<file path="src/rtl/filter_mode_ctrl.sv">
// Filter-bank mode controller: debounced next/prev buttons, frame-boundary commit, one blanked flush frame.
// Latency: rgb_out is registered, 1 cycle after DE/source; a press is accepted DEBOUNCE_CYC+3 cycles after the button rises.
// Backpressure: none (free-running pixel stream). Optional FILTER_AUTO_CYCLE_EN steps the mode every AUTO_FRAMES frames.
module filter_mode_ctrl #(
    parameter int DEBOUNCE_CYC = 1_000_000,
    parameter int V_RES        = 480,
    parameter int AUTO_FRAMES  = 120
) (
    input  logic        sys_clk,
    input  logic        reset,
    input  logic        btn_next,
    input  logic        btn_prev,
    input  logic        DE,
    input  logic [9:0]  x_pixel,
    input  logic [9:0]  y_pixel,
    input  logic [11:0] raw_rgb,
    input  logic [11:0] gray_rgb,
    input  logic [11:0] morph_rgb,
    input  logic [11:0] blur_rgb,
    input  logic [11:0] edge_rgb,
    input  logic [11:0] retro_rgb,
    input  logic [11:0] cart_rgb,
    output logic [11:0] rgb_out,
    output logic        cart_on_off,
    output logic [2:0]  mode_active,
    output logic [2:0]  mode_pending,
    output logic        blanking
);

    localparam int          CW      = (DEBOUNCE_CYC > 1) ? $clog2(DEBOUNCE_CYC) : 1;
    localparam logic [CW-1:0] CNT_MAX = CW'(DEBOUNCE_CYC - 1);
    localparam logic [9:0]  Y_LAST  = 10'(V_RES - 1);

    typedef enum logic [1:0] {S_RUN, S_PEND, S_BLANK} state_t;

    // index 0 = next button, index 1 = prev button
    logic [1:0]        r_sync1, r_sync2, r_db, r_db_q;
    logic [CW-1:0]     r_cnt [2];
    logic              r_de_q;
    state_t            r_state;
    logic [2:0]        r_pending, r_active;
    logic              r_blank, r_cart;
    logic [11:0]       r_rgb;

    logic [1:0]        w_btn;
    logic              w_next_pulse, w_prev_pulse, w_next_evt, w_frame_end;
    logic [2:0]        w_pend_next;
    logic              w_unused;

    assign w_btn        = {btn_prev, btn_next};
    assign w_next_pulse = r_db[0] & ~r_db_q[0];
    assign w_prev_pulse = r_db[1] & ~r_db_q[1];
    assign w_frame_end  = r_de_q & ~DE & (y_pixel == Y_LAST);

    // Synchronise both buttons and accept a new level only after it has been stable long enough
    always_ff @(posedge sys_clk or posedge reset) begin
        if (reset) begin
            r_sync1 <= '0;
            r_sync2 <= '0;
            r_db    <= '0;
            r_db_q  <= '0;
            r_cnt   <= '{default: '0};
        end else begin
            r_sync1 <= w_btn;
            r_sync2 <= r_sync1;
            r_db_q  <= r_db;
            for (int i = 0; i < 2; i++) begin
                if (r_sync2[i] == r_db[i]) begin
                    r_cnt[i] <= '0;
                end else if (r_cnt[i] == CNT_MAX) begin
                    r_cnt[i] <= '0;
                    r_db[i]  <= r_sync2[i];
                end else begin
                    r_cnt[i] <= r_cnt[i] + 1'b1;
                end
            end
        end
    end

`ifdef FILTER_AUTO_CYCLE_EN
    localparam int AW = (AUTO_FRAMES > 1) ? $clog2(AUTO_FRAMES) : 1;
    localparam logic [AW-1:0] AUTO_MAX = AW'(AUTO_FRAMES - 1);
    logic [AW-1:0] r_frame_cnt;
    logic          w_auto_pulse;

    assign w_auto_pulse = (r_state == S_RUN) && w_frame_end && (r_frame_cnt == AUTO_MAX);
    assign w_unused     = ^x_pixel;

    // Count frames spent idle in RUN; a real press restarts the interval
    always_ff @(posedge sys_clk or posedge reset) begin
        if (reset) begin
            r_frame_cnt <= '0;
        end else if (w_next_pulse || w_prev_pulse) begin
            r_frame_cnt <= '0;
        end else if (r_state == S_RUN && w_frame_end) begin
            r_frame_cnt <= (r_frame_cnt == AUTO_MAX) ? '0 : r_frame_cnt + 1'b1;
        end
    end

    assign w_next_evt = w_next_pulse | w_auto_pulse;
`else
    assign w_next_evt = w_next_pulse;
    assign w_unused   = ^{x_pixel, 1'(AUTO_FRAMES)};
`endif

    // Next pending mode: wrap 0..6 in both directions, simultaneous next+prev cancels
    always_comb begin
        w_pend_next = r_pending;
        if (w_next_evt && !w_prev_pulse) begin
            w_pend_next = (r_pending == 3'd6) ? 3'd0 : r_pending + 3'd1;
        end else if (w_prev_pulse && !w_next_evt) begin
            w_pend_next = (r_pending == 3'd0) ? 3'd6 : r_pending - 3'd1;
        end
    end

    // Mode FSM: commit at frame end (using this cycle's press), then blank a full frame to flush line buffers
    always_ff @(posedge sys_clk or posedge reset) begin
        if (reset) begin
            r_state   <= S_RUN;
            r_pending <= 3'd0;
            r_active  <= 3'd0;
            r_blank   <= 1'b0;
            r_cart    <= 1'b0;
            r_de_q    <= 1'b0;
        end else begin
            r_de_q    <= DE;
            r_pending <= w_pend_next;
            case (r_state)
                S_RUN: begin
                    if (r_pending != r_active) r_state <= S_PEND;
                end
                S_PEND: begin
                    if (w_pend_next == r_active) begin
                        r_state <= S_RUN;
                    end else if (w_frame_end) begin
                        r_active <= w_pend_next;
                        r_cart   <= (w_pend_next == 3'd6);
                        r_blank  <= 1'b1;
                        r_state  <= S_BLANK;
                    end
                end
                S_BLANK: begin
                    if (w_frame_end) begin
                        if (w_pend_next != r_active) begin
                            r_active <= w_pend_next;
                            r_cart   <= (w_pend_next == 3'd6);
                        end else begin
                            r_blank <= 1'b0;
                            r_state <= S_RUN;
                        end
                    end
                end
                default: begin
                    r_state <= S_RUN;
                    r_blank <= 1'b0;
                end
            endcase
        end
    end

    // Registered output mux; unused code 7 falls back to the raw source
    always_ff @(posedge sys_clk or posedge reset) begin
        if (reset) begin
            r_rgb <= 12'h000;
        end else if (!DE || r_blank) begin
            r_rgb <= 12'h000;
        end else begin
            case (r_active)
                3'd1:    r_rgb <= gray_rgb;
                3'd2:    r_rgb <= morph_rgb;
                3'd3:    r_rgb <= blur_rgb;
                3'd4:    r_rgb <= edge_rgb;
                3'd5:    r_rgb <= retro_rgb;
                3'd6:    r_rgb <= cart_rgb;
                default: r_rgb <= raw_rgb;
            endcase
        end
    end

    assign rgb_out      = r_rgb;
    assign cart_on_off  = r_cart;
    assign mode_active  = r_active;
    assign mode_pending = r_pending;
    assign blanking     = r_blank;

endmodule

</file>
<file path="config.mk">
export PLATFORM = sky130hd
export DESIGN_NAME = filter_mode_ctrl
export DESIGN_NICKNAME = d
export VERILOG_FILES = /design/src/rtl/filter_mode_ctrl.sv
export SDC_FILE = /design/constraint.sdc
export NUM_CORES = 1
export LEC_CHECK = 0
export ABC_AREA = 1
export CAP_MARGIN = 10
export CORE_MARGIN = 5
export CORE_UTILIZATION = 43
export CTS_CLUSTER_DIAMETER = 120
export DETAILED_ROUTE_END_ITERATION = 16
export PLACE_DENSITY = 0.81
export SLEW_MARGIN = 5
export SYNTH_ARGS = -nofsm -noshare
export SYNTH_HDL_FRONTEND = slang
export SYNTH_SLANG_ARGS = --single-unit
</file>
<file path="constraint.sdc">
create_clock -name sys_clk -period 2.95 [get_ports sys_clk]
set_clock_uncertainty 0.2 [all_clocks]
set_input_delay 0.885 -clock sys_clk [delete_from_list [all_inputs] [get_ports sys_clk]]
set_output_delay 0.885 -clock sys_clk [all_outputs]
set_load 0.05 [all_outputs]
</file>
After elaboration in Yosys (flattened, before gate mapping) --
Cells that the tools add are included.
Word-level totals: register bits 71, input bits 109, output and inout port bits 20, word-level logic and storage cells 98
Cells by class: add/subtract/negate cells 4, equal/unequal tests 25, multiplexer cells 31, bitwise gates (word level) 10, reduce and logical (&&, ||, !) cells 14
Operator list (count):
- $mux W20 | 4
- $pmux W12 S6 | 1
- $add A20 B1 Y20 const B | 2
- $eq A20 B20 Y1 const B | 2
- $mux W3 | 8
- $eq A3 B3 Y1 const B | 5
- $mux W12 | 1
- $ne A2 B2 Y1 const B | 6
- $eq A10 B9 Y1 const B | 1
- $mux W2 | 5
- $reduce_and A5 Y1 | 2
- $mux W1 | 8
- $eq A3 B2 Y1 const B | 2
- $ne A3 B3 Y1 | 2
- $not A1 Y1 | 6
- $pmux W2 S3 | 1
- $pmux W3 S2 | 1
- $and A1 B1 Y1 | 4
- $reduce_and A2 Y1 | 2
- $reduce_and A4 Y1 | 1
- $add A3 B1 Y3 const B | 1
- $eq A3 B1 Y1 const B | 1
- $eq A3 B3 Y1 | 1
- $logic_not A1 Y1 | 3
- 12 further kinds | 14

Longest topological paths before layout --
depth after elaboration 10, mapped depth 15, mapped depth without buffers 15

Worst setup path after synthesis --
No wires, ideal clock.
kind reg-to-reg, start register r_pending[0], in the netlist mode_pending[0], end register r_active[0], in the netlist mode_active[0], library setup time 0.117 ns, arrival 2.097 ns, data required time 2.633 ns, path slack 0.536 ns, stages on the path, launching flop included 14, buffers on the path 0, period minus slack after synthesis 2.414 ns, path through dfrtp_1 > inv_1 > ha_1 > nand2_1 > o21ai_0 > or2_4 > nand2_2 > nand2_2 > nand2_2 > nand3_4 > nand3_2 > nand2_1 > o21ai_1 > inv_1
Between the ends: cells in the longest elaborated chain, start to end 7, elaborated cells on any way between the ends 18, those cells by class add/sub (2); eq/ne (5); mux (9); reduce/logical (2)
Ends and longest elaborated chain:
- start: declaration | RTL line 41 | logic [2:0] r_pending, r_active;
- start signal: assignment | RTL line 127 | r_pending <= w_pend_next;
- $sub A3 B1 Y3 or $logic_not A3 Y1 (tied branches) | RTL line 112 | w_pend_next = (r_pending == 3'd0) ? 3'd6 : r_pending - 3'd1;
- $mux W3 | RTL line 112
- $mux W3 | RTL line 111 | end else if (w_prev_pulse && !w_next_evt) begin
- $mux W3 * | RTL line 109 | if (w_next_evt && !w_prev_pulse) begin
- via w_pend_next[1] | RTL line 47 | logic [2:0] w_pend_next;
- $ne A3 B3 Y1 or $eq A3 B3 Y1 (tied branches) | RTL line 144, 133
- $ne A2 B2 Y1 (no source line)
- $reduce_and A5 Y1 (no source line) *
- end signal: assignment | RTL line 136 | r_active <= w_pend_next;
- end signal: assignment | RTL line 145 | r_active <= w_pend_next;
- end: declaration | RTL line 41
Mark *: on every way through the listed nets, which the timed path passes. The rest lies on a longest branch. The select of a mux whose other input is x is not followed. A chain may end at the register's enable or synchronous reset.

Final worst setup path --
start register r_active[1], in the netlist mode_active[1], end output port mode_active[1]
RTL lines:
- end: declaration | RTL line 25 | output logic [2:0] mode_active,
No word-level cell between the ends.

==> reports/results.tsv <==
metric	value	unit
ios	129	
drt_iter0_drc	197	
dieArea	11600	um2
num_antenna_cells	0	
rsz0062_at_grt	no	
cts_buffers	9	
reg2reg_depth	13	
yosysUniqueCellTypes	40	
grt_pass1_wl	19.2	mm
antenna_found_initial	0	
cpMaxStageDelayCell	clkdlybuf4s50_1	
wl_per_cell	14.5	um
min_path_cells	0	
synth_ff_type	dfrtp_1	
portBuffers	118	
p_clk_frac	0.378	
clock_latency	0.35	ns
seq_area	1780	um2
syn_to_final_growth	37.0	%
cts-resized-gates	0	
slowest_delay	0.89	ns
intPower	1550	uW
max_slew_margin	0.608	
worst_pin_slew	0.586	ns
grt_max_degree	72	
drt-total-wl	11.4	mm
p_per_area	368	nW/um2
path_clk_slew	0.08	ns
synth_fp_nets	645	
drive_gt1_frac	0.0809	
maxCapViolCount	0	
total_power	2070	uW
first_global_vias	4334	
ys_seq_elements	71	
worstPathCellList	clkdlybuf4s50_1	
cts.sinks	71	
p_switching	525	uW
power_frac_comb	0.138	
crit_required	1.87	ns
dieWidth	108	um
synth_cells	529	
hp-class	reg -> reg	
seqPwrFrac	0.484	
final_hold_viol_count	0	
timing.rr.end	mode_active[0]	
p_leak	0.00246	uW
route.vias.total	4121	
critPathKind	reg -> out	
ys_warn_count	0	
slew_viol_final	0	
post-route-period-util	0.969	
place.gp.congestion	0.872	
crit_buf_inv	1	
hold_end	r_sync2[0]	
clock_tree.root_cell	clkbuf_8	
drt.antenna.violating_nets	0	
multi_input_area	1950	um2
status	complete, no violations	
cp.arrival	1.77	ns
finalNetCount	766	
nFillCells	808	
overflow	0	
cts_setup_buffers	0	
tritoncts	built	
cp_top_family	buffers and inverters	
row_count	35	
seq_area_frac_synth	0.432	
switching_share	0.253	
die_h	108	um
htree_levels	3	
hold_start	r_sync1[0]	
vias_per_cell	5.26	
initial_utilization	0.443	
cp_max_fo	9	
synth_edf_count	0	
r2r_setup_slack	0.64	ns
ctsHoldBuffers	0	
reg2reg_from	mode_pending[0]	
grt_usage	0.205	
hpwl	8.96	mm
setup_viol	0	
cts_buffer_depth	2	
period_minus_slack	2.86	ns
avgSynthCellArea	7.77	um2
syn_area	4110	um2
vdd_drop_max	0.000235	V
cp.depth	1	
drc	0	
finalSetupTns	0	ns
firstDrtPassIters	5	
max_freq	0.350	GHz
core_area	9280	um2
async_reset_ff_frac	1.00	
start_kind	flop	
endpoint_kind	output pin	
worst max-delay path by stage:
stage,from,end,slack [ns]
floorplan,reset,blanking,0.07
global placement,y_pixel[8],cart_on_off,0.32
detailed placement,y_pixel[8],cart_on_off,0.28
CTS,mode_active[1],mode_active[1],0.09
global route,mode_active[1],mode_active[1],0.02
finish,mode_active[1],mode_active[1],0.09
Yosys cell counts, types with 8 or more instances:
library cell | number | share of area
nand4_1 | 14 | 0.021
nor2_2 | 8 | 0.012
xor2_1 | 10 | 0.021
nand2_1 | 100 | 0.091
nor2_1 | 42 | 0.038
nor3_1 | 16 | 0.019
a21oi_1 | 43 | 0.052
a41oi_1 | 12 | 0.026
nand3_1 | 24 | 0.029
dfrtp_1 | 71 | 0.43
inv_1 | 83 | 0.076
o21ai_0 | 23 | 0.028
o22ai_1 | 12 | 0.018
layout make-up:
| type | count | area share |
|---|---|---|
| sequential | 71 | 0.315 |
| clock inverter | 6 | 0.0124 |
| tap | 129 | 0.0287 |
| multi-input combinational | 360 | 0.346 |
| inverter | 85 | 0.0566 |
| clock buffer | 10 | 0.0227 |
| timing repair buffer | 123 | 0.219 |
metrics by stage:
| step | hold WS, ns | setup slack [ns] | cell area [um2] | instances | util |
|---|---|---|---|---|---|
| global route | 0.167 | 0.0206 | 5630 | 784 | 0.607 |
| floorplan | 0.131 | 0.0684 | 4110 | 529 | - |
| finish | 0.146 | 0.0909 | 5630 | 784 | 0.607 |
| CTS | 0.150 | 0.0937 | 5630 | 784 | 0.607 |
| detailed placement | 0.138 | 0.280 | 5440 | 768 | 0.585 |
| global placement | 0.139 | 0.322 | 5440 | 768 | 0.585 |
cells by family (layout without fill, tap and decap cells):
| family | after synthesis | count (layout) | share of synthesized area |
|---|---|---|---|
| multiplexers | 2 | 2 | 0.00548 |
| AND/OR/NAND/NOR | 235 | 235 | 0.273 |
| AO/OA/AOI/OAI | 103 | 103 | 0.146 |
| buffers and inverters | 98 | 224 | 0.0941 |
| XOR/XNOR | 13 | 13 | 0.0277 |
| flip-flops | 71 | 71 | 0.432 |
| adder cells (fa/ha/maj) | 7 | 7 | 0.0213 |
state kept, by name, indices dropped and copies added, names as in the netlist:
| signal | flops |
|---|---|
| blanking | 1 |
| cart_on_off | 1 |
| mode_active | 3 |
| mode_pending | 3 |
| r_cnt | 40 |
| r_db | 2 |
| r_db_q | 2 |
| r_de_q | 1 |
| r_state | 2 |
| r_sync1 | 2 |
| r_sync2 | 2 |
| rgb_out | 12 |
per-layer routing:
layer	vias to the layer above	wire (um)	part of all wire	track usage
met3	26	939	0.082	0.0690
met5	-	0	0	0
met4	0	346	0.030	0.111
met2	182	5700	0.50	0.346
li1	2002	-	-	-
met1	1911	4410	0.39	0.228
cell usage in the layout, fill, tap and decap left out, types with 12 or more instances in the layout:
cell type	instances
a21oi_1	43
a41oi_1	12
clkdlybuf4s50_1	118
dfrtp_1	71
inv_1	82
nand2_1	100
nand3_1	24
nand4_1	14
nor2_1	42
nor3_1	16
o21ai_0	23
o22ai_1	12
power by group through the flow:
stage	Sequential, uW	Combinational, uW	Clock (uW)
finish	1000	286	782
floorplan	1050	74.9	0
global placement	1020	282	0
global route	1000	307	848
CTS	1000	288	799
detailed placement	1020	287	0
Note: power is estimated with default switching activity, not from simulation.
